===== config.mk =====
export PLATFORM = sky130hd
export DESIGN_NAME = rr_wr_arbiter
export DESIGN_NICKNAME = d
export VERILOG_FILES = /design/src/rtl/rr_wr_arbiter.sv
export SDC_FILE = /design/constraint.sdc
export NUM_CORES = 1
export LEC_CHECK = 0
export CORE_MARGIN = 4
export CORE_UTILIZATION = 33
export DETAILED_ROUTE_END_ITERATION = 8
export GPL_TIMING_DRIVEN = 0
export PLACE_DENSITY = 0.87
export SYNTH_ARGS = -nofsm -noshare
export SYNTH_HDL_FRONTEND = slang
export SYNTH_SLANG_ARGS = --single-unit

===== constraint.sdc =====
create_clock -name i_clk -period 1.8 [get_ports i_clk]
set_input_delay 0.18 -clock i_clk [delete_from_list [all_inputs] [get_ports i_clk]]
set_output_delay 0.18 -clock i_clk [all_outputs]
set_load 0.02 [all_outputs]

===== src/rtl/rr_wr_arbiter.sv =====
// Round-robin write arbiter: grants one requester at a time a burst of up
// to MAX_BURST beats into a downstream FIFO, with a one-cycle IDLE bubble.
module rr_wr_arbiter #(
    parameter int DATA_WIDTH = 8,
    parameter int NUM_REQ    = 4,
    parameter int MAX_BURST  = 4,
    localparam int OW        = $clog2(NUM_REQ),
    localparam int CW        = $clog2(MAX_BURST + 1)
) (
    input  logic                          i_clk,
    input  logic                          i_rst_n,
    input  logic [NUM_REQ-1:0]            i_req,
    input  logic [NUM_REQ*DATA_WIDTH-1:0] i_data,
    output logic [NUM_REQ-1:0]            o_ack,
    input  logic                          i_full,
    output logic                          o_wren,
    output logic [DATA_WIDTH-1:0]         o_wdata,
    output logic                          o_busy,
    output logic [OW-1:0]                 o_owner
);

    typedef enum logic {
        IDLE  = 1'b0,
        BURST = 1'b1
    } state_t;

    state_t          state_q, state_d;
    logic [OW-1:0]   ptr_q, ptr_d;
    logic [OW-1:0]   owner_q, owner_d;
    logic [CW-1:0]   cnt_q, cnt_d;

    logic [OW-1:0]   pick;
    logic            pick_vld;
    logic [OW-1:0]   owner_inc;
    logic            owner_req;
    logic [DATA_WIDTH-1:0] owner_data;
    logic            beat;
    logic            last;

    // Search ptr, ptr+1, ... ; scan downward so the smallest offset wins.
    always_comb begin
        logic [OW-1:0] idx;
        pick     = '0;
        pick_vld = 1'b0;
        idx      = '0;
        for (int i = NUM_REQ - 1; i >= 0; i--) begin
            idx = OW'((int'(ptr_q) + i) % NUM_REQ);
            if (i_req[idx]) begin
                pick     = idx;
                pick_vld = 1'b1;
            end
        end
    end

    always_comb begin
        owner_req  = 1'b0;
        owner_data = '0;
        for (int k = 0; k < NUM_REQ; k++) begin
            if (owner_q == OW'(k)) begin
                owner_req  = i_req[k];
                owner_data = i_data[k*DATA_WIDTH +: DATA_WIDTH];
            end
        end
    end

    assign owner_inc = (owner_q == OW'(NUM_REQ - 1)) ? '0 : owner_q + 1'b1;
    assign beat      = (state_q == BURST) && owner_req && !i_full;
    assign last      = (cnt_q == CW'(MAX_BURST - 1));

    always_comb begin
        state_d = state_q;
        ptr_d   = ptr_q;
        owner_d = owner_q;
        cnt_d   = cnt_q;
        o_ack   = '0;
        o_wren  = 1'b0;
        o_wdata = '0;
        unique case (state_q)
            IDLE: begin
                if (pick_vld) begin
                    owner_d = pick;
                    cnt_d   = '0;
                    state_d = BURST;
                end
            end
            BURST: begin
                if (!owner_req) begin
                    state_d = IDLE;
                    ptr_d   = owner_inc;
                end else if (beat) begin
                    o_wren  = 1'b1;
                    o_wdata = owner_data;
                    for (int k = 0; k < NUM_REQ; k++) begin
                        o_ack[k] = (owner_q == OW'(k));
                    end
                    cnt_d = cnt_q + 1'b1;
                    if (last) begin
                        state_d = IDLE;
                        ptr_d   = owner_inc;
                    end
                end
            end
            default: state_d = IDLE;
        endcase
    end

    always_ff @(posedge i_clk or negedge i_rst_n) begin
        if (!i_rst_n) begin
            state_q <= IDLE;
            ptr_q   <= '0;
            owner_q <= '0;
            cnt_q   <= '0;
        end else begin
            state_q <= state_d;
            ptr_q   <= ptr_d;
            owner_q <= owner_d;
            cnt_q   <= cnt_d;
        end
    end

    assign o_busy  = (state_q == BURST);
    assign o_owner = owner_q;

endmodule


# Yosys cells after proc, flatten, opt, wreduce, memory -nomap -nowiden
# Index checks and enable logic that the tools add are counted.
dict set report word_totals {
  register_bits 8
  elab_cells 76
}
dict set report classes {
  add_sub_neg 5
  order_cmp 4
  eq_ne 9
  muxes 46
  bitwise_logic 1
  n_reduce_logical 7
}
# op count
set ops {}
lappend ops {{$mux 8} 7}
lappend ops {{$mux 1} 19}
lappend ops {{$mux 2} 8}
lappend ops {{$lt 2x3->1 const B} 4}
lappend ops {{$mux 4} 3}
lappend ops {{$mux 3} 3}
lappend ops {{$bmux 1 s2} 4}
lappend ops {{$ne 2x1->1 const B} 4}
lappend ops {{$pmux 3 s2} 1}
lappend ops {{$reduce_and 3->1} 2}
lappend ops {{$add 2x1->2 const B} 2}
lappend ops {{$add 2x2->2 const B} 2}
lappend ops {{$eq 2x2->1 const B} 2}
lappend ops {{$add 3x1->3 const B} 1}
lappend ops {{$eq 3x2->1 const B} 1}
lappend ops {{$eq 2x1->1 const B} 1}
lappend ops {{$logic_and 1x1->1} 2}
lappend ops {{$logic_not 2->1} 1}
lappend ops {{$ne 2x2->1 const B} 1}
lappend ops {{$pmux 1 s2} 1}
lappend ops {{$reduce_and 2->1} 1}
lappend ops {{$logic_not 1->1} 1}
lappend ops {{$not 1->1} 1}

# Longest topological paths before layout
# Gate-level depths: netlist of run 1.
dict set report logic_depth {
  ltp_word 10
  mapped_depth 8
  mapped_depth_nobuf 7
}

# Least setup slack after synthesis of run 1
# No wires, ideal clock.
dict set report synth_path {
  path_kind {reg2out}
  start {reg owner_q[0], in the netlist o_owner[0]}
  end {out o_ack[0]}
  t_arrival_ns 2.111
  required_time_ns 1.620
  setup_slack_ns -0.491
  stages_incl_launch_ff 9
  n_path_buf 1
  cell_sequence {dfrtp_1 -> inv_1 -> ha_1 -> buf_6 -> nor2b_1 -> a211o_1 -> a211o_2 -> inv_1 -> and2_1}
}
dict set report synth_between {
  elab_chain_len 10
}
# item line
set synth_lines {}
lappend synth_lines {{start: declaration} 29} ;# logic [OW-1:0] owner_q, owner_d;
lappend synth_lines {{start signal: assignment} 116} ;# owner_q <= owner_d;
lappend synth_lines {{$logic_not 2->1} {59, 94}}
lappend synth_lines {{$mux 1 (4 in series)} 59} ;# if (owner_q == OW'(k)) begin
lappend synth_lines {{$logic_and 1x1->1 (2 in series)} 67} ;# assign beat = (state_q == BURST) && owner_req && !i_full;
lappend synth_lines {{$mux 4} 90} ;# end else if (beat) begin
lappend synth_lines {{$mux 4 (*)} 87} ;# if (!owner_req) begin
lappend synth_lines {{$mux 4 (*)} 78} ;# unique case (state_q)
lappend synth_lines {{end: declaration} 14} ;# output logic [NUM_REQ-1:0] o_ack,
# Mark *: on every way between the ends. The rest lies on a longest branch, timed or not.

# Final worst setup path of run 1
dict set report layout_path {
  start {reg owner_q[1], in the netlist o_owner[1]}
  end {out o_wdata[2]}
}
dict set report layout_between {
  elab_chain_len 10
}
# item line
set layout_lines {}
lappend layout_lines {{$logic_not 2->1} 59}
lappend layout_lines {{$mux 1 (4 in series)} 59}
lappend layout_lines {{$logic_and 1x1->1 (2 in series)} 67}
lappend layout_lines {{$mux 8} 90}
lappend layout_lines {{$mux 8 (*)} 87}
lappend layout_lines {{$mux 8 (*)} 78}
lappend layout_lines {{end: declaration} 17} ;# output logic [DATA_WIDTH-1:0] o_wdata,
# Marks and branches as above.

==> flow_summary.json, run 1 <==
{
  "status": "finished with violations",
  "violations": "setup timing",
  "drv_cap": 0,
  "rsz0062_at_grt": "true",
  "ys_ff_latch": 8,
  "start_kind": "flip-flop",
  "hpwl_mm": 2.42,
  "initial_utilization_pct": 35.3,
  "ys_top_cells_by_area": "dfrtp_1 (22%), a21oi_1 (11%), ha_1 (8.4%), a22oi_1 (6.7%), inv_1 (6.3%)",
  "io_pins": 55,
  "clk_latency_ns": 0.26,
  "crit_slowest_cell": "dfrtp_2",
  "rrSetupSlack_ns": -0.32,
  "clockBufferDepth": 2,
  "fin_nets": 237,
  "post_dp_cell_area_um2": 1580,
  "power_density_nw_per_um2": 1400,
  "final_util_pct": 69.6,
  "p_sw_share_pct": 47.0,
  "clock_power_share_pct": 6.2,
  "grt_use_total_pct": 19.1,
  "synth_nets": 167,
  "period_minus_slack_ns": 2.39,
  "drt_pass1_iterations": 4,
  "vias": 1177,
  "die_h_um": 60.2,
  "n_antenna_cell": 0,
  "path_clk_slew_ns": 0.06,
  "cp_cell_sequence": "inv_4 > ha_4 > nand3b_4 > a211o_1 > a211o_4 > buf_12 > nor2_4 > buf_6",
  "crit_arrival_ns": 2.21,
  "timing.rr.end": "cnt_q[2]$_DFFE_PN0P_",
  "final_area_um2": 1770,
  "wl_mm": 3.39,
  "tightest_slew_ns": 0.686,
  "hold_class": "input port to asynchronous set/reset pin",
  "cts.sinks": 8,
  "fillCellCount": 214,
  "synth_warnings": 0,
  "required_ns": 1.62,
  "power_frac_comb_pct": 79.0,
  "syn_area_um2": 898,
  "power.leakage_nw": 0.794,
  "worst-r2r-cell-count": 9,
  "cts_root_buf": "clkbuf_4",
  "drive_above_1_share_pct": 30.9,
  "slowest_delay_ns": 0.43,
  "finalMaxSlewViolations": 0,
  "end_kind": "output pin",
  "wl_per_cell_um": 15.3,
  "coreArea_um2": 2540,
  "antenna_found_initial": 0,
  "final_cell_mix": "clkdlybuf4s50_1 (41), a21oi_1 (19), buf_6 (17), nand2_1 (14), inv_1 (12)",
  "switchingPower_mw": 1.17,
  "dieWidth_um": 60.2,
  "drc": 0,
  "cts_tree": "built",
  "crit_path_max_fanout": 5,
  "synth-seq-area-share_pct": 22.3,
  "syn-mean-instance-area_um2": 7.36,
  "cellInternalPower_mw": 1.32,
  "syn_inst": 122,
  "num_rows": 18,
  "finClkSkew_ns": 0.00735,
  "critPathKind": "flip-flop to output pin",
  "ctsHtreeMaxLevel": 1,
  "place_congestion": 0.840,
  "seq_power_share_pct": 14.8,
  "io_buffers": 54,
  "grt_pass1_vias": 1158,
  "numCtsBuffers": 3,
  "synth_top_area_share_pct": 22.3,
  "final_common_cell": "clkdlybuf4s50_1",
  "synthDistinctLibCells": 24,
  "finalHoldViolCount": 0,
  "ant_nets": 0,
  "finalSetupViolations": 18,
  "vias_per_cell": 5.33,
  "finalCritPeriodShare_pct": 133,
  "vdd.ir_drop.worst_uv": 1160,
  "grt_pass1_wl_mm": 5.05,
  "max_freq_ghz": 0.418,
  "yosys.area.top_type": "dfrtp_1",
  "grt-ovfl-total": 0,
  "grt_max_degree": 11,
  "r2r-start": "o_owner[1]$_DFFE_PN0P_",
  "drtIter0Drc": 61,
  "worst_slack_ns": -0.593,
  "syn_to_final_growth_pct": 97.1,
  "maxSlewHeadroom_pct": 53.7,
  "die-area_um2": 3620
}
==> cell families after synthesis <==
kind of cell	share of synthesized area, %
buf+inv	12.4
fa+ha+maj	8.36
mux	5.71
flops	22.3
simple gates	18.2
compound gates	33.0
==> how the worst max path moves through the flow <==
stage | slack [ns] | startpoint | to | cells after the start
floorplan | -0.26 | o_owner[0]$_DFFE_PN0P_ | o_wdata[0] | 7
global placement | -0.85 | o_owner[0]$_DFFE_PN0P_ | o_wdata[6] | 9
detailed placement | -0.87 | o_owner[0]$_DFFE_PN0P_ | o_wdata[2] | 9
CTS | -0.59 | o_owner[1]$_DFFE_PN0P_ | o_wdata[2] | 9
global route | -0.66 | o_owner[1]$_DFFE_PN0P_ | o_wdata[2] | 8
finish | -0.59 | o_owner[1]$_DFFE_PN0P_ | o_wdata[2] | 8
==> timing repair <==
| action | 4_1_cts | 5_1_grt |
|---|---|---|
| buffers inserted | 9 | 4 |
| setup endpoints to repair | 18 | 18 |
| gates resized for setup | 85 | 9 |
| hold buffers | 0 | 0 |
| gates cloned | 1 | 0 |
| pin swaps | 0 | 8 |
==> stage by stage <==
stage                     instances  setup TNS [ns]  hold slack, ns  worst slack, ns  total power, mW
after floorplan                 122           -3.39          -0.116           -0.259             1.50
after global placement          206          -11.24           0.465           -0.845             1.92
after detailed placement        206          -11.70           0.486           -0.870             1.98
after CTS                       219           -8.43           0.208           -0.588             2.38
after global routing            221           -9.61           0.217           -0.662             2.69
final                           221           -8.13           0.199           -0.593             2.49
==> metal layers <==
layer,track usage [%],wire length [um]
met2,32.7,1550
met4,10.8,74
met1,22.1,1380
met5,0,0
met3,3.24,383
==> cell type report <==
cell class / instances / area (um^2) / share of cell area, %
Tap cell: 30 / 37.5 / 2.12
Timing Repair Buffer: 68 / 697 / 39.4
Sequential cell: 8 / 203 / 11.4
Clock buffer: 4 / 26.3 / 1.48
Multi-Input combinational cell: 91 / 702 / 39.6
Inverter: 15 / 66.3 / 3.75
Buffer: 5 / 38.8 / 2.19
==> registers in the layout, summed over array words and instances, names as in the netlist <==
register	cells
o_busy	1
cnt_q	3
ptr_q	2
o_owner	2
==> cell usage after synthesis <==
cell type   n
mux2i_1     4
a22oi_1     8
and2_1      4
buf_6       3
nor3b_1     1
o41ai_2     1
a211o_1     1
nor2_1      9
clkbuf_1    3
ha_1        6
o21ai_0    11
mux2_2      1
nand3_1     1
nand2_1    14
nor2b_1     2
a2111oi_0   3
nand3b_4    1
inv_1      15
a211o_2     2
a21oi_1    19
or4_1       1
dfrtp_1     8
a21o_1      2
buf_2       2
==> critical path: cells and delay by family (launching register included) <==
family / cells / cell delay, ns
compound gates: 2 / 0.74
fa+ha+maj: 1 / 0.16
buf+inv: 3 / 0.36
flops: 1 / 0.43
simple gates: 2 / 0.25
==> power by group through the flow <==
stage          sequential [mW]  clock (mW)  combinational, mW
3_3_place_gp             0.350           0               1.57
2_1_floorplan            0.377           0               1.12
4_1_cts                  0.354       0.156               1.87
6_report                 0.367       0.154               1.97
5_1_grt                  0.379       0.167               2.14
3_5_place_dp             0.360           0               1.62
(Power assumes the default switching activity.)
==> run 2: changes to the inputs <==
- CORE_MARGIN: 4 -> 3
- CORE_UTILIZATION: 33 -> 45
- DONT_BUFFER_PORTS: unset -> 1
- PLACE_DENSITY: 0.87 -> unset
- PLACE_DENSITY_LB_ADDON: unset -> 0.2
==> run 2 against run 1 <==
  * The run still ends with setup timing left
  * Count of clock-buffer cells in the layout unchanged
  * Largest power group unchanged
  * Core utilization down 3.7 points
  * Setup slack worse by 0.012 ns
  * Maximum frequency down 0.52%
  * Worst hold slack worse by 0.050 ns
  * Total power down 16%
  * First-iteration DRC count down 62%
  * Clock skew down 0.0039 ns
  * Non-clock buffer count down 57
  * Via count down 19%
  * Sequential share of layout area up 5.6 points
==> flow_summary.json, run 2 (synthesis results as in run 1) <==
{
  "regMostFlops": "cnt_q",
  "io_pins": 55,
  "required_ns": 1.62,
  "ant_nets": 0,
  "io_buffers": 0,
  "finalSetupViolations": 18,
  "wl_mm": 2.60,
  "path_buf_inv": 3,
  "status": "finished with violations",
  "critPathKind": "flip-flop to output pin",
  "grt_use_total_pct": 22.9,
  "numCtsBuffers": 3,
  "drt_pass1_iterations": 4,
  "power_density_nw_per_um2": 1770,
  "end_kind": "output pin",
  "antenna_found_initial": 0,
  "syn_to_final_growth_pct": 32.0,
  "place_congestion": 0.697,
  "crit_slowest_cell": "dfrtp_2",
  "slowest_delay_ns": 0.48,
  "route.met2.wl_mm": 1.34,
  "met1_length_mm": 1.04,
  "coreArea_um2": 1800,
  "grt_max_degree": 11,
  "drc": 0,
  "rsz0062_at_grt": "true",
  "cts_root_buf": "clkbuf_4",
  "final_area_um2": 1190,
  "dp_slack_ns": -0.407,
  "start_kind": "flip-flop",
  "dieWidth_um": 50.7,
  "vias_per_cell": 6.03,
  "cts_tree": "built",
  "n_antenna_cell": 0,
  "clockBufferDepth": 2,
  "rrSetupSlack_ns": -0.49,
  "wl_per_cell_um": 16.3,
  "cp_top_family": "compound AO/OA/AOI/OAI gates",
  "grt_pass1_wl_mm": 4.51,
  "cp_cell_sequence": "inv_2 > ha_4 > nand3b_4 > a211o_1 > a211o_4 > buf_4 > inv_6 > and2_4",
  "worst_slack_ns": -0.606,
  "clk_latency_ns": 0.26,
  "fillCellCount": 159,
  "hold_class": "input port to flip-flop",
  "tightest_slew_ns": 0.764,
  "final_cell_mix": "a21oi_1 (19), nand2_1 (14), inv_1 (12), o21ai_0 (11)",
  "finalHoldViolCount": 0,
  "vias": 958,
  "vdd.ir_drop.worst_uv": 881,
  "period_minus_slack_ns": 2.41,
  "r2r-start": "o_owner[1]$_DFFE_PN0P_",
  "top_layer": "met4",
  "ctsHtreeMaxLevel": 1,
  "finalSetupTns_ns": -8.96,
  "cts.sinks": 8,
  "hold_path.startpoint": "i_req[0]",
  "die_h_um": 50.7,
  "finClkSkew_ns": 0.00344,
  "crit_path_max_fanout": 5,
  "drtIter0Drc": 23,
  "finalCritPeriodShare_pct": 134,
  "num_rows": 15,
  "maxSlewHeadroom_pct": 48.5,
  "grt-ovfl-total": 0,
  "power.leakage_nw": 0.539,
  "final_common_cell": "a21oi_1",
  "post_dp_cell_area_um2": 1030,
  "finalMaxSlewViolations": 0,
  "cp-startpoint": "o_owner[1]$_DFFE_PN0P_",
  "drive_above_1_share_pct": 31.3,
  "drv_cap": 0,
  "initial_utilization_pct": 49.9,
  "violations": "setup timing",
  "max_freq_ghz": 0.416,
  "die-area_um2": 2570,
  "fin_nets": 180,
  "path_clk_slew_ns": 0.06,
  "grt_pass1_vias": 1015,
  "crit_arrival_ns": 2.23,
  "hpwl_mm": 1.88,
  "largest_register_ffs": 3,
  "met3_length_um": 157
}
==> run 2: changes by cell type in the layout (fill, tap and decap cells not counted) <==
cell | previous run | this run
dlygate4sd3_1 | 0 | 1
buf_16 | 1 | 0
clkdlybuf4s50_1 | 41 | 0
inv_4 | 2 | 1
buf_6 | 17 | 1
buf_8 | 0 | 1
buf_12 | 1 | 3
inv_2 | 0 | 1
buf_4 | 9 | 6
==> run 2: timing repair <==
| action | 4_1_cts | 5_1_grt |
|---|---|---|
| hold endpoints to repair | 8 | 0 |
| cloned | 0 | 0 |
| buffers inserted | 10 | 0 |
| pin swaps | 5 | 2 |
| endpoints found under the setup margin | 18 | 18 |
| hold buffers | 1 | 0 |
| resized for setup | 11 | 2 |
==> run 2: path summary, 6_finish.rpt <==
path,endpoint,cells past startpoint
max,o_ack[0],8
min,o_busy$_DFF_PN0_,2
max reg2reg,cnt_q[0]$_DFFE_PN0P_,10
min reg2reg,cnt_q[0]$_DFFE_PN0P_,1
max in group asynchronous,o_owner[1]$_DFFE_PN0P_,1
min in group asynchronous,cnt_q[2]$_DFFE_PN0P_,1
==> run 2: metal layers <==
metal	vias up	GRT usage [%]
li1	449	-
met1	462	26.0
met2	40	38.9
met3	7	4.75
met4	0	13.9
met5	-	0
==> run 2: power breakdown <==
| part | internal (mW) | switching (mW) |
|---|---|---|
| Sequential | 0.263 | 0.153 |
| Combinational | 0.682 | 0.851 |
| Clock | 0.0851 | 0.0652 |
| Total | 1.03 | 1.07 |
==> run 2: cell type report <==
cell class | instances | area, um^2 | share of cell area [%]
multi-input combinational | 91 | 702 | 59.2
sequential | 8 | 203 | 17.1
timing repair buffer | 11 | 121 | 10.2
inverter | 15 | 63.8 | 5.38
clock buffer | 4 | 26.3 | 2.22
buffer | 5 | 38.8 | 3.27
tap | 25 | 31.3 | 2.64
==> run 2: per-stage QoR <==
stage	hold WS [ns]	instances	power (mW)	utilization (%)
floorplan	-0.116	122	1.50	-
global placement	-0.115	147	1.67	57.1
detailed placement	-0.115	147	1.71	57.1
CTS	0.139	160	2.10	66.4
global route	0.175	159	2.34	65.8
finish	0.150	159	2.10	65.8
==> run 3: changes to the inputs <==
- clock period: 1.8 -> 2.7 ns (I/O delays scaled with it)
==> run 3 against run 2 <==
  * Routed wire length fell by 15%
  * Count of clock-buffer cells in the layout shrank 1
  * Cell count decreased by 5.0%
  * Largest cell class unchanged
  * Worst hold slack improved by 0.091 ns
  * Core utilization fell by 10 points
  * First-iteration DRC count fell by 70%
  * The run now ends clean
  * Highest routed layer unchanged
  * Critical path depth stayed put
  * Global-route usage fell by 5.9 points
==> flow_summary.json, run 3 (synthesis results as in run 1) <==
{
  "rsz0062_at_grt": "true",
  "fin_cells": 151,
  "path_clk_slew_ns": 0.05,
  "final_common_cell": "a21oi_1",
  "vias": 882,
  "largest_register_ffs": 3,
  "clk_latency_ns": 0.25,
  "clockBufferDepth": 2,
  "crit_arrival_ns": 2.34,
  "drt_pass1_iterations": 2,
  "io_pins": 55,
  "final_util_pct": 55.6,
  "antenna_found_initial": 0,
  "final_area_um2": 1000,
  "die_h_um": 50.7,
  "met3_length_um": 166,
  "dp_slack_ns": 0.147,
  "power.leakage_nw": 0.469,
  "wl_per_cell_um": 14.5,
  "grt_use_total_pct": 17.0,
  "drv_cap": 0,
  "regMostFlops": "cnt_q",
  "period_minus_slack_ns": 2.61,
  "place_congestion": 0.780,
  "ctsHtreeMaxLevel": 1,
  "finalHoldViolCount": 0,
  "worst-r2r-cell-count": 8,
  "power_density_nw_per_um2": 1130,
  "initial_utilization_pct": 49.9,
  "finalPower_mw": 1.13,
  "critPathKind": "flip-flop to output pin",
  "maxSlewHeadroom_pct": 51.0,
  "wl_mm": 2.19,
  "required_ns": 2.43,
  "finalCritPeriodShare_pct": 96.7,
  "numCtsBuffers": 3,
  "num_rows": 15,
  "met1_length_um": 932,
  "finClkSkew_ns": 0.000342,
  "hold_class": "input port to flip-flop",
  "n_antenna_cell": 0,
  "syn_to_final_growth_pct": 11.4,
  "drc": 0,
  "tightest_slew_ns": 0.727,
  "top_layer": "met4",
  "end_kind": "output pin",
  "grt_pass1_wl_mm": 3.44,
  "grt-ovfl-total": 0,
  "r2r-start": "o_owner[0]$_DFFE_PN0P_",
  "crit_path_max_fanout": 10,
  "die-area_um2": 2570,
  "vdd.ir_drop.worst_uv": 631,
  "max_freq_ghz": 0.383,
  "io_buffers": 0,
  "cp-startpoint": "o_owner[0]$_DFFE_PN0P_",
  "timing.rr.end": "cnt_q[0]$_DFFE_PN0P_",
  "drtIter0Drc": 7,
  "cts_tree": "built",
  "fillCellCount": 189,
  "post_dp_cell_area_um2": 930,
  "drive_above_1_share_pct": 22.2,
  "grt_pass1_vias": 823,
  "rrSetupSlack_ns": 0.62,
  "hpwl_mm": 1.72,
  "dp_cells": 147,
  "vias_per_cell": 5.84,
  "worst_slack_ns": 0.0888,
  "route.met2.wl_mm": 1.06,
  "grt_max_degree": 11,
  "finalMaxSlewViolations": 0,
  "finalSetupViolations": 0,
  "cts.sinks": 8,
  "cts_root_buf": "clkbuf_4",
  "start_kind": "flip-flop",
  "fin_nets": 173,
  "status": "finished clean",
  "post-cts-setup-buffers": 0,
  "ant_nets": 0,
  "dieWidth_um": 50.7,
  "final_cell_mix": "a21oi_1 (19), inv_1 (14), nand2_1 (14), o21ai_0 (11)",
  "coreArea_um2": 1800,
  "cp-endpoint": "o_wdata[2]"
}
run 3: changes by cell type in the layout (fill, tap and decap cells not counted), sizes merged:
cell / delta
inv: -1
buf: -8
clkinvlp: +1
run 3: layer usage:
layer,global-route usage (%),up-vias
li1,-,438
met4,8.52,0
met3,2.37,4
met1,19.3,402
met2,30.7,38
met5,0,-
run 3: area by class of cell:
| cell class | count | area, um^2 | share of cell area [%] |
|---|---|---|---|
| Buffer | 8 | 57.6 | 5.75 |
| Clock buffer | 3 | 22.5 | 2.25 |
| Inverter | 15 | 60.1 | 6.00 |
| Multi-Input combinational cell | 91 | 617 | 61.6 |
| Sequential cell | 8 | 203 | 20.2 |
| Tap cell | 25 | 31.3 | 3.13 |
| Timing Repair Buffer | 1 | 10.0 | 1.00 |
run 3: through the flow:
| stage | TNS [ns] | hold WS (ns) |
|---|---|---|
| finish | 0 | 0.241 |
| detailed placement | 0 | -0.0253 |
| floorplan | 0 | -0.0256 |
| global route | -0.298 | 0.266 |
| CTS | 0 | 0.237 |
| global placement | 0 | -0.0254 |
run 3: timing repair:
action | CTS | global route
hold endpoints to repair | 8 | 0
setup endpoints to repair | 12 | 12
hold buffers | 1 | 0
pin swaps | 0 | 0
resized for setup | 6 | 14
run 3: critical path, stage by stage (launching register included):
cell     delay (ns)
dfrtp_2        0.47
inv_1          0.09
ha_1           0.21
buf_6          0.14
nor2b_1        0.13
a211o_1        0.28
a211o_2        0.35
buf_6          0.17
nor2_2         0.25
run 3: worst min-delay path by stage:
stage                  start                    to  cells past startpoint
floorplan            i_rst_n  cnt_q[0]$_DFFE_PN0P_                      0
global placement     i_rst_n  cnt_q[1]$_DFFE_PN0P_                      0
detailed placement   i_rst_n  cnt_q[2]$_DFFE_PN0P_                      0
CTS                 i_req[0]      o_busy$_DFF_PN0_                      2
global route        i_req[0]      o_busy$_DFF_PN0_                      2
finish              i_req[0]      o_busy$_DFF_PN0_                      2
run 3: power by group:
part           internal [mW]  total (mW)  switching (mW)  leakage (nW)
Sequential             0.176       0.261          0.0853        0.0989
Clock                 0.0507      0.0894          0.0386        0.0138
Combinational          0.323       0.783           0.460         0.356
Total                  0.550        1.13           0.584         0.469
==> RTL change: new RTL, flow settings as in run 2 <==
`NUM_REQ`: 4 -> 8.
--- a/src/rtl/rr_wr_arbiter.sv
+++ b/src/rtl/rr_wr_arbiter.sv
@@ -2,7 +2,7 @@
 // to MAX_BURST beats into a downstream FIFO, with a one-cycle IDLE bubble.
 module rr_wr_arbiter #(
     parameter int DATA_WIDTH = 8,
-    parameter int NUM_REQ    = 4,
+    parameter int NUM_REQ    = 8,
     parameter int MAX_BURST  = 4,
     localparam int OW        = $clog2(NUM_REQ),
     localparam int CW        = $clog2(MAX_BURST + 1)
Interface: changed (resized i_data, i_req, o_ack and o_owner); port bits go from 55 to 96. The function was not compared with the original's and may differ.
==> RTL change against run 2 <==
The run still ends with setup timing left; power rose to 3.6 times the old value; area after synthesis up 140%; non-clock buffer count up 37; setup slack worse by 0.40 ns; clock power up 44%; count of clock-buffer cells in the layout down 1; sequential share of layout area down 8.8 points; sequential cell count up 2; first-iteration DRC count rose to 8.7 times the old value; cell area rose to 2.6 times the old value; wire length rose to 3.0 times the old value; critical path type unchanged; highest routed layer unchanged.
==> RTL change: results (changes against run 2) <==
- Initial drt markers: 201 (+770%)
- Arr. time, crit path: 2.63 ns (+0.40 ns)
- Pre-CTS setup slack: -1.151 ns (-0.7442 ns)
- Worst vdd ir: 1.150 mV (+31%)
- Synth top area cells: dfrtp_1 (12%), a21oi_1 (8.2%), mux4_2 (7.4%)
- Root Buffer: clkbuf_8
- Worst setup path end: o_wdata[3]
- DR WL met2: 3615 um (+170%)
- Clock Power Share: 2.9% (-4.3 points)
- Yosys cell types: 57 (+140%)
- Overall Power: 7467 uW (+260%)
- Vias in the first global route: 2124 (+110%)
- Clock Skew: 0.0003688 ns (-0.003067 ns)
- Area after DPL: 2460 sq um (+140%)
- Post-Synthesis Net Count: 368 (+120%)
- CP max-delay cell: or3b_4
- Latest clock arrival within the worst-skew pair: 0.22 ns (-0.04 ns)
- Xor/xnor share of the synthesized area: 1.638% (+1.6 points)
- Hold path startpoint: i_full
- GRT met2 Usage: 38.20% (-0.71 points)
- Sw Ratio: 51.72% (+0.77 points)
- Met3 usage: 2.537% (-2.2 points)
- Met3 Routed Length: 627 um (+300%)
- Metal-1 WL: 3394 um (+230%)
- Fillers: 348 (+120%)
- First-pass GRT wire length: 10560 um (+130%)
- Compound-gate portion of the synthesized area: 31.42% (-1.6 points)
- Core Util, Final: 68.43% (+2.6 points)
- Hold_ws: 0.2563 ns (+0.1064 ns)
- PnR worst setup slack: -1.006 ns (-0.3998 ns)
- Relative slew slack: 63.78% (+15 points)
- Worst-path fanout max: 5 (unchanged)
- LEAKAGE: 0.001107 uW (+110%)
- # setup viols final: 27 (+9)
- Synth Area in Adders: 5.851% (-2.5 points)
- Seq/Total Area, Yosys: 11.70% (-11 points)
- R2r worst-path depth: 13 (+3)
- Mux cell area share after synthesis: 18.37% (+13 points)
- HPWL Detailed: 5314 um (+180%)
- Via density: 6.661 (+11%)
- Outcome: finished, violations left
- CTS clk-pin slew, worst paths: 0.04 ns (-0.02 ns)
- Routability congestion estimate: 0.9000 (+29%)
- Pre-Repair DR Iteration Count: 5 (+1)
- Hold endpoint: cnt_q[2]
- R2r setup slk: -0.88 ns (-0.39 ns)
- Seq pwr share: 7.2% (-13 points)
- Total Nets Final: 404 (+120%)
- Global-route usage over all layers: 24.00% (+1.1 points)
- Failing checks: setup timing
[RTL change: through the flow]
stage	TNS, ns	std cells
floorplan	-18.46	283
global placement	-26.34	335
detailed placement	-26.56	335
CTS	-22.86	363
global route	-25.49	369
finish	-23.36	369
[RTL change: area by class of cell]
cell class                      instances  area share (%)
Tap cell                               52           2.125
Clock buffer                            3           1.349
Timing Repair Buffer                   32           8.950
Inverter                               13           2.575
Buffer                                 21           7.356
Sequential cell                        10           8.337
Multi-Input combinational cell        238           69.31
[RTL change: worst max-delay path: cells and delay by family, from the launching register on]
family                   cells  cell delay, ns
adder cells (fa/ha/maj)      1            0.14
AO/OA/AOI/OAI                4            0.76
buffers and inverters        4            0.50
flip-flops                   1            0.46
AND/OR/NAND/NOR              2            0.53
[RTL change: timing repair]
action / in CTS / in global routing
pin swaps: 15 / 16
endpoints found under the setup margin: 27 / 27
cloned: 1 / 0
resized for setup: 45 / 28
hold buffers: 1 / 0
endpoints found under the hold margin: 10 / 0
buffers inserted: 24 / 7
